File: src/rtl/io_pkg.sv
// Shared constants, state encoding and request payload for the CPU port responder.
package io_pkg;

  localparam int unsigned BYTE_W = 8;

  localparam logic [BYTE_W-1:0] PORT_LED    = 8'd0;
  localparam logic [BYTE_W-1:0] PORT_LINK   = 8'd1;
  localparam logic [BYTE_W-1:0] PORT_STATUS = 8'd2;

  // Bit positions inside the IN 2 status byte; the low nibble reads as zero.
  localparam int unsigned STAT_TX_FULL  = 7;
  localparam int unsigned STAT_TX_EMPTY = 6;
  localparam int unsigned STAT_RX_FULL  = 5;
  localparam int unsigned STAT_RX_EMPTY = 4;

  typedef enum logic [1:0] {
    IDLE    = 2'd0,
    SERVE   = 2'd1,
    ACK     = 2'd2,
    RELEASE = 2'd3
  } state_t;

  typedef struct packed {
    logic              wr;
    logic [BYTE_W-1:0] port;
    logic [BYTE_W-1:0] wdata;
  } io_req_t;

  function automatic logic [BYTE_W-1:0] status_byte(input logic tx_full,
                                                     input logic tx_empty,
                                                     input logic rx_full,
                                                     input logic rx_empty);
    logic [BYTE_W-1:0] s;
    s                = '0;
    s[STAT_TX_FULL]  = tx_full;
    s[STAT_TX_EMPTY] = tx_empty;
    s[STAT_RX_FULL]  = rx_full;
    s[STAT_RX_EMPTY] = rx_empty;
    return s;
  endfunction

endpackage

File: src/rtl/byte_fifo.sv
// Byte FIFO with wrap-bit pointers; a pop frees the slot for a same-cycle push when full.
module byte_fifo
  import io_pkg::*;
#(
  parameter int unsigned DEPTH = 4
) (
  input  logic              clk,
  input  logic              rst_n,
  input  logic              push,
  input  logic [BYTE_W-1:0] wdata,
  input  logic              pop,
  output logic              full,
  output logic              empty,
  output logic [BYTE_W-1:0] head
);

  localparam int unsigned AW = (DEPTH > 1) ? $clog2(DEPTH) : 1;
  localparam int unsigned PW = AW + 1;

  logic [BYTE_W-1:0] mem [DEPTH];
  logic [PW-1:0]     wr_ptr;
  logic [PW-1:0]     rd_ptr;
  logic              do_push;
  logic              do_pop;

  assign empty   = (wr_ptr == rd_ptr);
  assign full    = (wr_ptr[AW] != rd_ptr[AW]) && (wr_ptr[AW-1:0] == rd_ptr[AW-1:0]);
  assign do_pop  = pop && !empty;
  assign do_push = push && (!full || do_pop);
  assign head    = mem[rd_ptr[AW-1:0]];

  always_ff @(posedge clk) begin
    if (!rst_n) begin
      wr_ptr <= '0;
      rd_ptr <= '0;
    end else begin
      if (do_push) wr_ptr <= wr_ptr + PW'(1);
      if (do_pop)  rd_ptr <= rd_ptr + PW'(1);
    end
  end

  // Storage needs no reset: empty pointers mask stale contents.
  always_ff @(posedge clk) begin
    if (do_push) mem[wr_ptr[AW-1:0]] <= wdata;
  end

endmodule

File: src/rtl/io_port_responder.sv
// Responder for CPU OUT/IN port requests: LED latch, byte link FIFOs, switches and status.
module io_port_responder
  import io_pkg::*;
#(
  parameter int unsigned FIFO_DEPTH  = 4,
  parameter int unsigned SYNC_STAGES = 2
) (
  input  logic              clk,
  input  logic              rst_n,
  input  logic              req,
  input  logic              wr,
  input  logic [BYTE_W-1:0] port,
  input  logic [BYTE_W-1:0] wdata,
  output logic              ack,
  output logic [BYTE_W-1:0] rdata,
  output logic [BYTE_W-1:0] out0,
  input  logic [BYTE_W-1:0] sw_in,
  input  logic              rx_valid,
  input  logic [BYTE_W-1:0] rx_data,
  output logic              rx_ready,
  output logic              tx_valid,
  output logic [BYTE_W-1:0] tx_data,
  input  logic              tx_ready,
  output logic              err
);

  state_t            state;
  io_req_t           req_q;
  logic [BYTE_W-1:0] sync_q [SYNC_STAGES];

  logic              tx_full;
  logic              tx_empty;
  logic [BYTE_W-1:0] tx_head;
  logic              rx_full;
  logic              rx_empty;
  logic [BYTE_W-1:0] rx_head;

  logic is_led_wr_c;
  logic is_tx_wr_c;
  logic is_sw_rd_c;
  logic is_rx_rd_c;
  logic is_stat_rd_c;
  logic mapped_c;
  logic stall_c;
  logic tx_push_c;
  logic rx_push_c;
  logic rx_pop_c;

  // Decode of the captured request; only acted on while in SERVE.
  assign is_led_wr_c  =  req_q.wr && (req_q.port == PORT_LED);
  assign is_tx_wr_c   =  req_q.wr && (req_q.port == PORT_LINK);
  assign is_sw_rd_c   = !req_q.wr && (req_q.port == PORT_LED);
  assign is_rx_rd_c   = !req_q.wr && (req_q.port == PORT_LINK);
  assign is_stat_rd_c = !req_q.wr && (req_q.port == PORT_STATUS);
  assign mapped_c     = is_led_wr_c || is_tx_wr_c || is_sw_rd_c || is_rx_rd_c || is_stat_rd_c;

  // A full tx FIFO still accepts the write when the link drains its head this cycle.
  assign stall_c   = (is_tx_wr_c && tx_full && !tx_ready) || (is_rx_rd_c && rx_empty);
  assign tx_push_c = (state == SERVE) && is_tx_wr_c && !stall_c;
  assign rx_pop_c  = (state == SERVE) && is_rx_rd_c && !stall_c;
  assign rx_push_c = rx_valid && rx_ready;

  assign tx_valid = !tx_empty;
  assign tx_data  = tx_head;
  assign rx_ready = !rx_full;

  byte_fifo #(.DEPTH(FIFO_DEPTH)) u_tx_fifo (
    .clk   (clk),
    .rst_n (rst_n),
    .push  (tx_push_c),
    .wdata (req_q.wdata),
    .pop   (tx_ready),
    .full  (tx_full),
    .empty (tx_empty),
    .head  (tx_head)
  );

  byte_fifo #(.DEPTH(FIFO_DEPTH)) u_rx_fifo (
    .clk   (clk),
    .rst_n (rst_n),
    .push  (rx_push_c),
    .wdata (rx_data),
    .pop   (rx_pop_c),
    .full  (rx_full),
    .empty (rx_empty),
    .head  (rx_head)
  );

  // Switch input synchronizer chain.
  always_ff @(posedge clk) begin
    if (!rst_n) begin
      for (int i = 0; i < int'(SYNC_STAGES); i++) sync_q[i] <= '0;
    end else begin
      sync_q[0] <= sw_in;
      for (int i = 1; i < int'(SYNC_STAGES); i++) sync_q[i] <= sync_q[i-1];
    end
  end

  // Request handshake FSM with registered ack/err/rdata/out0.
  always_ff @(posedge clk) begin
    if (!rst_n) begin
      state <= IDLE;
      req_q <= '0;
      ack   <= 1'b0;
      err   <= 1'b0;
      rdata <= '0;
      out0  <= '0;
    end else begin
      ack <= 1'b0;
      err <= 1'b0;
      case (state)
        IDLE: begin
          if (req) begin
            req_q.wr    <= wr;
            req_q.port  <= port;
            req_q.wdata <= wdata;
            state       <= SERVE;
          end
        end
        SERVE: begin
          if (!stall_c) begin
            ack   <= 1'b1;
            state <= ACK;
            if (is_led_wr_c)  out0  <= req_q.wdata;
            if (is_sw_rd_c)   rdata <= sync_q[SYNC_STAGES-1];
            if (is_rx_rd_c)   rdata <= rx_head;
            if (is_stat_rd_c) rdata <= status_byte(tx_full, tx_empty, rx_full, rx_empty);
            if (!mapped_c) begin
              rdata <= '0;
              err   <= 1'b1;
            end
          end
        end
        ACK: begin
          state <= RELEASE;
        end
        RELEASE: begin
          // A req still held from the finished transfer must drop before the next one.
          if (!req) state <= IDLE;
        end
        default: state <= IDLE;
      endcase
    end
  end

endmodule

File: config.mk
export PLATFORM = sky130hd
export DESIGN_NAME = io_port_responder
export DESIGN_NICKNAME = d
export VERILOG_FILES = /design/src/rtl/io_pkg.sv /design/src/rtl/byte_fifo.sv /design/src/rtl/io_port_responder.sv
export SDC_FILE = /design/constraint.sdc
export NUM_CORES = 1
export LEC_CHECK = 0
export BUFFER_PORTS_ARGS = -buffer_cell sky130_fd_sc_hd__clkbuf_2
export CORE_AREA = 2 2 122 88
export DETAILED_ROUTE_END_ITERATION = 10
export DIE_AREA = 0 0 124 90
export HOLD_SLACK_MARGIN = 0.03
export PLACE_DENSITY = 0.75
export SLEW_MARGIN = 20
export SYNTH_ARGS = -nofsm -noshare
export SYNTH_HDL_FRONTEND = slang
export SYNTH_SLANG_ARGS = --single-unit
export TNS_END_PERCENT = 5
File: constraint.sdc
create_clock -name clk -period 2.15 [get_ports clk]
set_input_delay 0.43 -clock clk [delete_from_list [all_inputs] [get_ports clk]]
set_output_delay 0.43 -clock clk [all_outputs]
set_load 0.01 [all_outputs]
# After elaboration in Yosys (flattened, before gate mapping)
# Memories as Yosys holds them, arrays and structs flattened. A register that Yosys moved wholly into a read port is not among the register bits.
# Index checks and enable logic that the tools add are counted.
# classes
add_sub_neg	4
eq_ne	15
muxes	22
n_bitwise	5
n_reduce_logical	41
# op_table
op	n
8-bit two-way mux	6
1-bit logical AND	19
2-bit two-way mux	7
3-bit by 1-bit adder with 3-bit output, second input constant	4
3-bit AND reduction	3
8-bit by 1-bit == test with 1-bit output, second input constant	1
8-bit by 2-bit == test with 1-bit output, second input constant	1
8-bit logical NOT	1
1-bit two-way mux	8
2-bit one-hot mux with 4 select lines	1
1-bit logical NOT	7
1-bit logical OR	7
3-bit == test	2
2-bit inequality test, second input constant	3
2-bit == test	2
2-bit == test, second input constant	2
4-bit inequality test, second input constant	1
2-bit AND reduction	2
1-bit NOT	3
3-bit OR reduction	1
2-bit by 1-bit == test with 1-bit output, second input constant	1
2-bit logical NOT	1
1-bit inequality test	2
1-bit OR	2
# totals
regBits	49
mem_bits_rw	80
in_bits	38
output_inout_bits	28
word_cells	102
n_memories	3
# mem_list
name	depth	word_bits	rd	rd_clocked_by_memory_dff	write_ports	line_no	rtl
u_rx_fifo.mem	4	8	1	1	1	byte_fifo.sv:20	logic [BYTE_W-1:0] mem [DEPTH];
u_tx_fifo.mem	4	8	1	1	1	byte_fifo.sv:20	
sync_q	2	8	2	0	2	io_port_responder.sv:29	logic [BYTE_W-1:0] sync_q [SYNC_STAGES];

# Depth between registers and ports, before layout
# Gate-level depths: netlist (run 1).
# depth
ltp_word	12
depth_mapped	7
ltp_nobuf	6

# Modules after synthesis
# Synthesis (run 1) repeated with hierarchy kept, for this count alone.
# hier_totals
cells_unflattened	423
area_unflattened_um2	5492.8
# modules_own_cells
mod	n_inst	cells_each	area_per_inst_um2	seq_area_each_um2
byte_fifo	2	96	1671.6	1121.1
io_port_responder	1	231	2149.6	1061.0

# Least setup slack after synthesis (run 1)
# Ideal clock, no wire load.
# synth_path
kind	register to register
startpoint	register req_q[15] in the netlist's numbering
endpoint	memory u_tx_fifo.mem[3][0], enable pin
setup_ns	0.332
t_arrival_ns	1.425
required_time_ns	1.818
slack_ns	0.393
stages_incl_launch_ff	6
path_buffers	1
synth_period_minus_slack_ns	1.757
path_cell_list	dfxtp_1 -> nor4_4 -> nand2_2 -> and4b_1 -> buf_4 -> and2_1
# synth_between
elab_chain_cells	10
word_cells_on_any_way	13
cone_classes	eq/ne: 1; mux: 2; reduce/logical: 10
# synth_rtl
element	line_no	rtl
from (decl)	io_port_responder.sv:28	io_req_t req_q;
8-bit by 1-bit == test with 1-bit output *	io_port_responder.sv:51, io_port_responder.sv:53	
1-bit logical AND	io_port_responder.sv:51	assign is_tx_wr_c = req_q.wr && (req_q.port == PORT_LINK);
1-bit logical AND (2 in series)	io_port_responder.sv:58	assign stall_c = (is_tx_wr_c && tx_full && !tx_ready) || (is_rx_rd_c && rx_empty);
1-bit logical OR	io_port_responder.sv:58	
1-bit logical NOT	--	
1-bit logical AND *	io_port_responder.sv:59	assign tx_push_c = (state == SERVE) && is_tx_wr_c && !stall_c;
1-bit logical AND *	byte_fifo.sv:29	assign do_push = push && (!full || do_pop);
1-bit two-way mux *	byte_fifo.sv:44	if (do_push) mem[wr_ptr[AW-1:0]] <= wdata;
1-bit two-way mux (not written as such) *	byte_fifo.sv:44	
to (decl)	byte_fifo.sv:20	
# Mark *: on every way between the ends. The rest lies on a longest branch, timed or not.

==> results of run 1 <==
-- cells in the mapped netlist, drive strengths merged, types with 2 or more instances --
| library cell | n | area [um^2] |
|---|---|---|
| ha | 15 | 187.7 |
| mux2i | 15 | 150.1 |
| xnor2 | 12 | 120.1 |
| mux2 | 6 | 67.56 |
| nand4 | 2 | 12.51 |
| inv | 8 | 30.03 |
| nor2 | 4 | 15.01 |
| xor2 | 2 | 17.52 |
| a41oi | 3 | 26.28 |
| clkbuf | 10 | 37.54 |
| nand3 | 6 | 30.03 |
| nor2b | 23 | 143.9 |
| nand2b | 2 | 12.51 |
| nand2 | 44 | 170.2 |
| edfxtp | 64 | 1922 |
| mux4 | 15 | 337.8 |
| o21ai | 9 | 48.80 |
| buf | 9 | 51.29 |
| a31oi | 5 | 37.53 |
| dfxtp | 69 | 1381 |
| a21oi | 9 | 45.04 |
| nor4 | 3 | 33.78 |
| a22oi | 4 | 30.03 |
| o21a | 2 | 15.01 |
| a21boi | 17 | 127.6 |
| and2 | 35 | 219.0 |
-- sequential cells by signal, summed over array words and instances, names as in the netlist, 8 cells and up, named ones only --
register	count
u_tx_fifo.mem	32
req_q	17
rdata	8
out0	8
sync_q	16
u_rx_fifo.mem	32
-- cell families after synthesis --
| group | after synthesis |
|---|---|
| flip-flops | 133 |
| AND/OR/NAND/NOR | 129 |
| AO/OA/AOI/OAI | 51 |
| multiplexers | 36 |
| buffers and inverters | 27 |
| adder cells (fa/ha/maj) | 15 |
| XOR/XNOR | 14 |
-- layer usage --
metal / up-vias / part of all wire / GRT usage / wire, um
met1: 1585 / 0.48 / 0.3130 / 5191
met2: 106 / 0.43 / 0.2848 / 4676
met5: - / 0 / 0 / 0
li1: 1590 / - / - / -
met4: 0 / 0.018 / 0.08427 / 193
met3: 17 / 0.064 / 0.04886 / 692
-- worst paths after layout --
path	cells after the start	startpoint	to	slack [ns]
max	2	flip-flop	tx_data[5]	0.11
min reg2reg	1	sync_q[0][3]$_SDFF_PN0_	sync_q[0][11]$_SDFF_PN0_	0.43
min	2	sw_in[1]	sync_q[0][1]$_SDFF_PN0_	0.22
max reg2reg	4	req_q[15]$_SDFFE_PN0P_	u_tx_fifo.mem[2][2]$_DFFE_PP_	0.13
-- through the flow --
step | instances | utilization
final | 623 | 0.6396
after global routing | 623 | 0.6396
after CTS | 623 | 0.6393
after detailed placement | 591 | 0.5777
after global placement | 591 | 0.5777
after floorplan | 405 | -
-- report_power, final --
group	leakage, nW	internal, mW	switching (mW)	total, mW
sequential	1.15	2.85	0.171	3.02
combinational	1.07	0.337	0.519	0.855
clock	0.296	1.93	1.06	2.98
total	2.52	5.12	1.75	6.86
-- what timing repair did --
action | CTS | global route
resized for setup | 1 | 2
gates cloned | 0 | 0
endpoints found under the setup margin | 8 | 16
-- final cells by class --
class	instances	area (um^2)
fillers	763	3635
flip-flops and latches	133	3304
multi-input cells	245	1944
clock buffers	21	471.7
repair buffers	73	385.4
well taps	132	165.2
clock inverters	11	148.9
inverters	8	30.03
==> impl_metrics.json, run 1 <==
{
  "outcome": "finished, final reports clean",
  "total_power_mw": 6.861,
  "post_cts_buffers": 0,
  "firstDrtPassIters": 4,
  "synth_edf_count": 64,
  "grt_overflow": 0,
  "start_util": 0.5319,
  "syn_to_final_growth_pct": 20.25,
  "ys_types": 45,
  "cp_top_family": "multiplexers",
  "core_um2": 10080,
  "drive_above_1_share": 0.2729,
  "synth_top_family_by_area": "simple AND/OR/NAND/NOR gates",
  "dp_hpwl_um": 7461,
  "netlist_area_um2": 5364,
  "grt_max_degree": 35,
  "fmax_ghz": 0.4901,
  "viasPerCell": 5.294,
  "clk-insertion-delay-late_ns": 0.42,
  "io-pin-count": 66,
  "relSlewSlack": 0.5913,
  "grt_usage": 0.2066,
  "antenna_found_initial": 0,
  "arrival_ns": 1.61,
  "clockBufferDepth": 2,
  "hold_viol": 0,
  "setup_viol": 0,
  "fin_setup_tns_ns": 0,
  "ys_async_sr_fraction": 0,
  "wl_per_cell_um": 17.26,
  "cpPeakStageDelay_ns": 0.57,
  "grt_pass1_vias": 3230,
  "drtAntennaViolNets": 0,
  "min_period_ns": 2.040,
  "ctsHoldBuffers": 0,
  "synth_mux_area_frac": 0.1036,
  "drt_iter0_markers": 302,
  "dieWidth_um": 124,
  "htreeDepth": 4,
  "synthXorXnorAreaFrac": 0.02566,
  "nNetsFinal": 531,
  "worstMarginPinSlew_ns": 0.6130,
  "slew_viol_final": 0,
  "clkTransAtPathRegs_ns": 0.06,
  "drc_errors": 0,
  "cts_tree": "yes",
  "synth.yosys.warnings": 0,
  "synth_fa_ha_area_frac": 0.03499,
  "syn_nets": 458,
  "synth_compound_area_frac": 0.06461,
  "synth_flop_cell": "dfxtp_1",
  "rsz0062_at_grt": "no",
  "clockRootBuffer": "clkbuf_16",
  "fin_hold_ws_ns": 0.2170,
  "finalInstanceArea_um2": 6450,
  "crit_buf_inv": 1,
  "p_leak_nw": 2.517,
  "crit_path_end_kind": "output pin",
  "cp_slowest_cell": "mux4_2",
  "period_share": 0.9491,
  "peakVddDrop_v": 0.0006014,
  "yosysSeqAreaShare": 0.6158,
  "path_max_fanout": 8,
  "io_buffers": 65,
  "avgSynthCellArea_um2": 13.24,
  "setup_ws_ns": 0.1095,
  "start_kind": "flip-flop",
  "path_cells": "mux4_2 -> clkbuf_2",
  "power.density_nw_per_um2": 1064,
  "placed_area_um2": 5826,
  "place_congestion": 0.8389,
  "critPathKind": "flip-flop to output pin",
  "cp_data_required_time_ns": 1.72,
  "syn_inst": 405,
  "num_vias": 3298,
  "drt_wl_total_um": 10750,
  "dieArea_um2": 11160,
  "cts-buffers-inserted": 17,
  "dp_slack_ns": 0.1393,
  "n_antenna_cell": 0,
  "grt_first_pass_wirelength_um": 17020,
  "yosys.area_share.simple": 0.1332,
  "final.setup_skew_ns": 0.007527,
  "drv_cap": 0,
  "row_count": 31,
  "layout_commonest_cell": "dfxtp_1",
  "ys_ff_latch": 133,
  "cts_sinks": 133,
  "final_cell_mix": "68 x dfxtp_1, 65 x clkbuf_2, 64 x edfxtp_1",
  "fp.dieH_um": 90,
  "min_path_type": "input pin to flip-flop"
}
Note: power is estimated with default switching activity, not from simulation.
==> inputs of run 2 (changes only) <==
- ABC_AREA: unset -> 1
- CORE_AREA: 2 2 122 88 -> 2 2 123 89
- DIE_AREA: 0 0 124 90 -> 0 0 125 91
==> run 2 against run 1 <==
Compared with the run above: count of clock-buffer cells in the layout is 1 higher; clock power shrank 9.4%; cell count increased by 31%; first-iteration DRC count is 11% higher; critical endpoint is now tx_data[2]; highest routed layer unchanged.
==> impl_metrics.json, run 2 <==
{
  "clockBufferDepth": 2,
  "clkTransAtPathRegs_ns": 0.06,
  "drc_errors": 0,
  "final_core_util": 0.6426,
  "core_um2": 10160,
  "synth_top_area_share": 0.3501,
  "cp_data_required_time_ns": 1.72,
  "final.setup_skew_ns": 0.007126,
  "ys_ff_latch": 133,
  "n_antenna_cell": 0,
  "htreeDepth": 4,
  "ctsResizeCount": 0,
  "period_share": 0.9182,
  "grt_pass1_vias": 3887,
  "wl_per_cell_um": 14.45,
  "fin_setup_tns_ns": 0,
  "num_vias": 4122,
  "grt_usage": 0.2164,
  "met2_usage": 0.3238,
  "antenna_found_initial": 0,
  "ys_async_sr_fraction": 0,
  "io_buffers": 65,
  "relSlewSlack": 0.4516,
  "ctsHoldBuffers": 0,
  "cts_sinks": 133,
  "avgSynthCellArea_um2": 9.256,
  "cp_slowest_cell": "inv_1",
  "clk-insertion-delay-late_ns": 0.41,
  "synth.yosys.warnings": 0,
  "min_path_type": "input pin to flip-flop",
  "syn_to_final_growth_pct": 18.97,
  "start_util": 0.5401,
  "clkPwrFrac": 0.375,
  "p_int_mw": 5.107,
  "io-pin-count": 66,
  "layout_commonest_cell": "nand2_1",
  "synth.most_common_cell": "nand2_1",
  "grt_first_pass_wirelength_um": 19270,
  "met3_usage": 0.06423,
  "syn_inst": 593,
  "p_comb_frac": 0.188,
  "p_leak_nw": 2.883,
  "grt_use_met1": 0.3086,
  "synth_edf_count": 64,
  "fmax_ghz": 0.5065,
  "setup_viol": 0,
  "drive_above_1_share": 0.1845,
  "nNetsFinal": 723,
  "cts_tree": "yes",
  "start_kind": "flip-flop",
  "drt_iter0_markers": 336,
  "ys_types": 29,
  "netlist_area_um2": 5489,
  "p_switching_mw": 2.085,
  "ff2ff_path_depth": 6,
  "synth_flop_cell": "dfxtp_1",
  "min_period_ns": 1.974,
  "grt_busiest_layer": "met2",
  "crit_path_end_kind": "output pin",
  "row_count": 31,
  "grt_overflow": 0,
  "viasPerCell": 5.058,
  "fp.dieH_um": 91,
  "peakVddDrop_v": 0.0006378,
  "dp_hpwl_um": 8543,
  "yosysTopAreaCell": "edfxtp_1",
  "hold_viol": 0,
  "place_congestion": 0.8111,
  "cts-buffers-inserted": 17,
  "worstMarginPinSlew_ns": 0.8196,
  "outcome": "finished, final reports clean",
  "post_cts_buffers": 0,
  "path_cells": "inv_1 -> o21ai_0 -> o22ai_1 -> clkbuf_2",
  "path_max_fanout": 16,
  "cpPeakStageDelay_ns": 0.32,
  "rsz0062_at_grt": "no",
  "clockRootBuffer": "clkbuf_16",
  "dieWidth_um": 125,
  "fill_cells": 820,
  "dieArea_um2": 11380,
  "critPathKind": "flip-flop to output pin",
  "drt_wl_total_um": 11770,
  "final_cell_mix": "117 x nand2_1, 83 x nor2_1, 70 x inv_1",
  "holdPathStages": 3,
  "drv_cap": 0,
  "power.density_nw_per_um2": 1101,
  "syn_nets": 646,
  "grt_max_degree": 25,
  "firstDrtPassIters": 4,
  "synthTopCellsByArea": "edfxtp_1 35%, dfxtp_1 25%, nand2_1 8.0%",
  "yosysSeqAreaShare": 0.6018,
  "slew_viol_final": 0,
  "drtAntennaViolNets": 0,
  "swShare": 0.2899,
  "arrival_ns": 1.54,
  "p_seq_frac": 0.437,
  "synth_common_cells": "117 x nand2_1, 83 x nor2_1, 70 x inv_1, 69 x dfxtp_1, 64 x edfxtp_1"
}
run 2: cell types whose count changed after synthesis, sizes merged, moves of 18 or more:
cell	change
nor2	+82
nand2	+77
inv	+71
o21ai	+45
and2	-34
nand3	+31
nor2b	-23
a21oi	+18
run 2: cell families (layout without fill, tap and decap cells):
kind of cell | after synthesis | count (layout) | share of synthesized area
xor+xnor | 5 | 5 | 0.007980
mux | 1 | 1 | 0.001824
flops | 133 | 133 | 0.6018
fa+ha+maj | 15 | 15 | 0.03419
buf+inv | 98 | 188 | 0.07066
compound gates | 90 | 90 | 0.08479
simple gates | 251 | 251 | 0.1988
run 2: final cells by class:
| class | count | area (um^2) | share of cell area |
|---|---|---|---|
| timing repair buffer | 77 | 415.4 | 0.06361 |
| sequential | 133 | 3303 | 0.5058 |
| clock inverter | 10 | 107.6 | 0.01648 |
| multi-input combinational | 362 | 1798 | 0.2753 |
| clock buffer | 22 | 444.2 | 0.06802 |
| inverter | 79 | 296.5 | 0.04541 |
| tap | 132 | 165.2 | 0.02529 |
run 2: per-stage QoR:
step,setup WS [ns],total power [mW],cells,instance area [um^2],hold slack (ns)
finish,0.1758,7.191,815,6530,0.2087
global route,0.04704,7.550,815,6530,0.2016
CTS,0.1553,7.222,815,6530,0.1966
detailed placement,0.2883,4.528,783,5978,0.3966
global placement,0.3993,4.459,783,5978,0.3929
floorplan,0.3697,4.097,593,5489,0.3905
run 2: worst paths after layout:
| kind | from | endpoint | slack, ns |
|---|---|---|---|
| max | flip-flop | tx_data[2] | 0.18 |
| min | sw_in[4] | sync_q[0][4]$_SDFF_PN0_ | 0.21 |
| max reg2reg | u_rx_fifo.wr_ptr[0]$_SDFFE_PN0P_ | u_rx_fifo.wr_ptr[2]$_SDFFE_PN0P_ | 0.25 |
| min reg2reg | sync_q[0][7]$_SDFF_PN0_ | sync_q[0][15]$_SDFF_PN0_ | 0.40 |
run 2: power by group through the flow:
stage	clock, mW	combinational (mW)	sequential [mW]
6_report	2.70	1.35	3.14
5_1_grt	2.84	1.53	3.17
4_1_cts	2.73	1.36	3.14
3_5_place_dp	0	1.34	3.19
3_3_place_gp	0	1.29	3.17
2_1_floorplan	0	0.943	3.15
run 2: layer usage:
metal | vias to the layer above | part of all wire
li1 | 2075 | -
met1 | 1925 | 0.49
met2 | 112 | 0.44
met3 | 10 | 0.057
met4 | 0 | 0.010
met5 | - | 0
run 2: worst max-delay path: cells and delay by family, from the launching register on:
family / cells / cell delay [ns]
flops: 1 / 0.31
compound gates: 2 / 0.33
buf+inv: 2 / 0.49
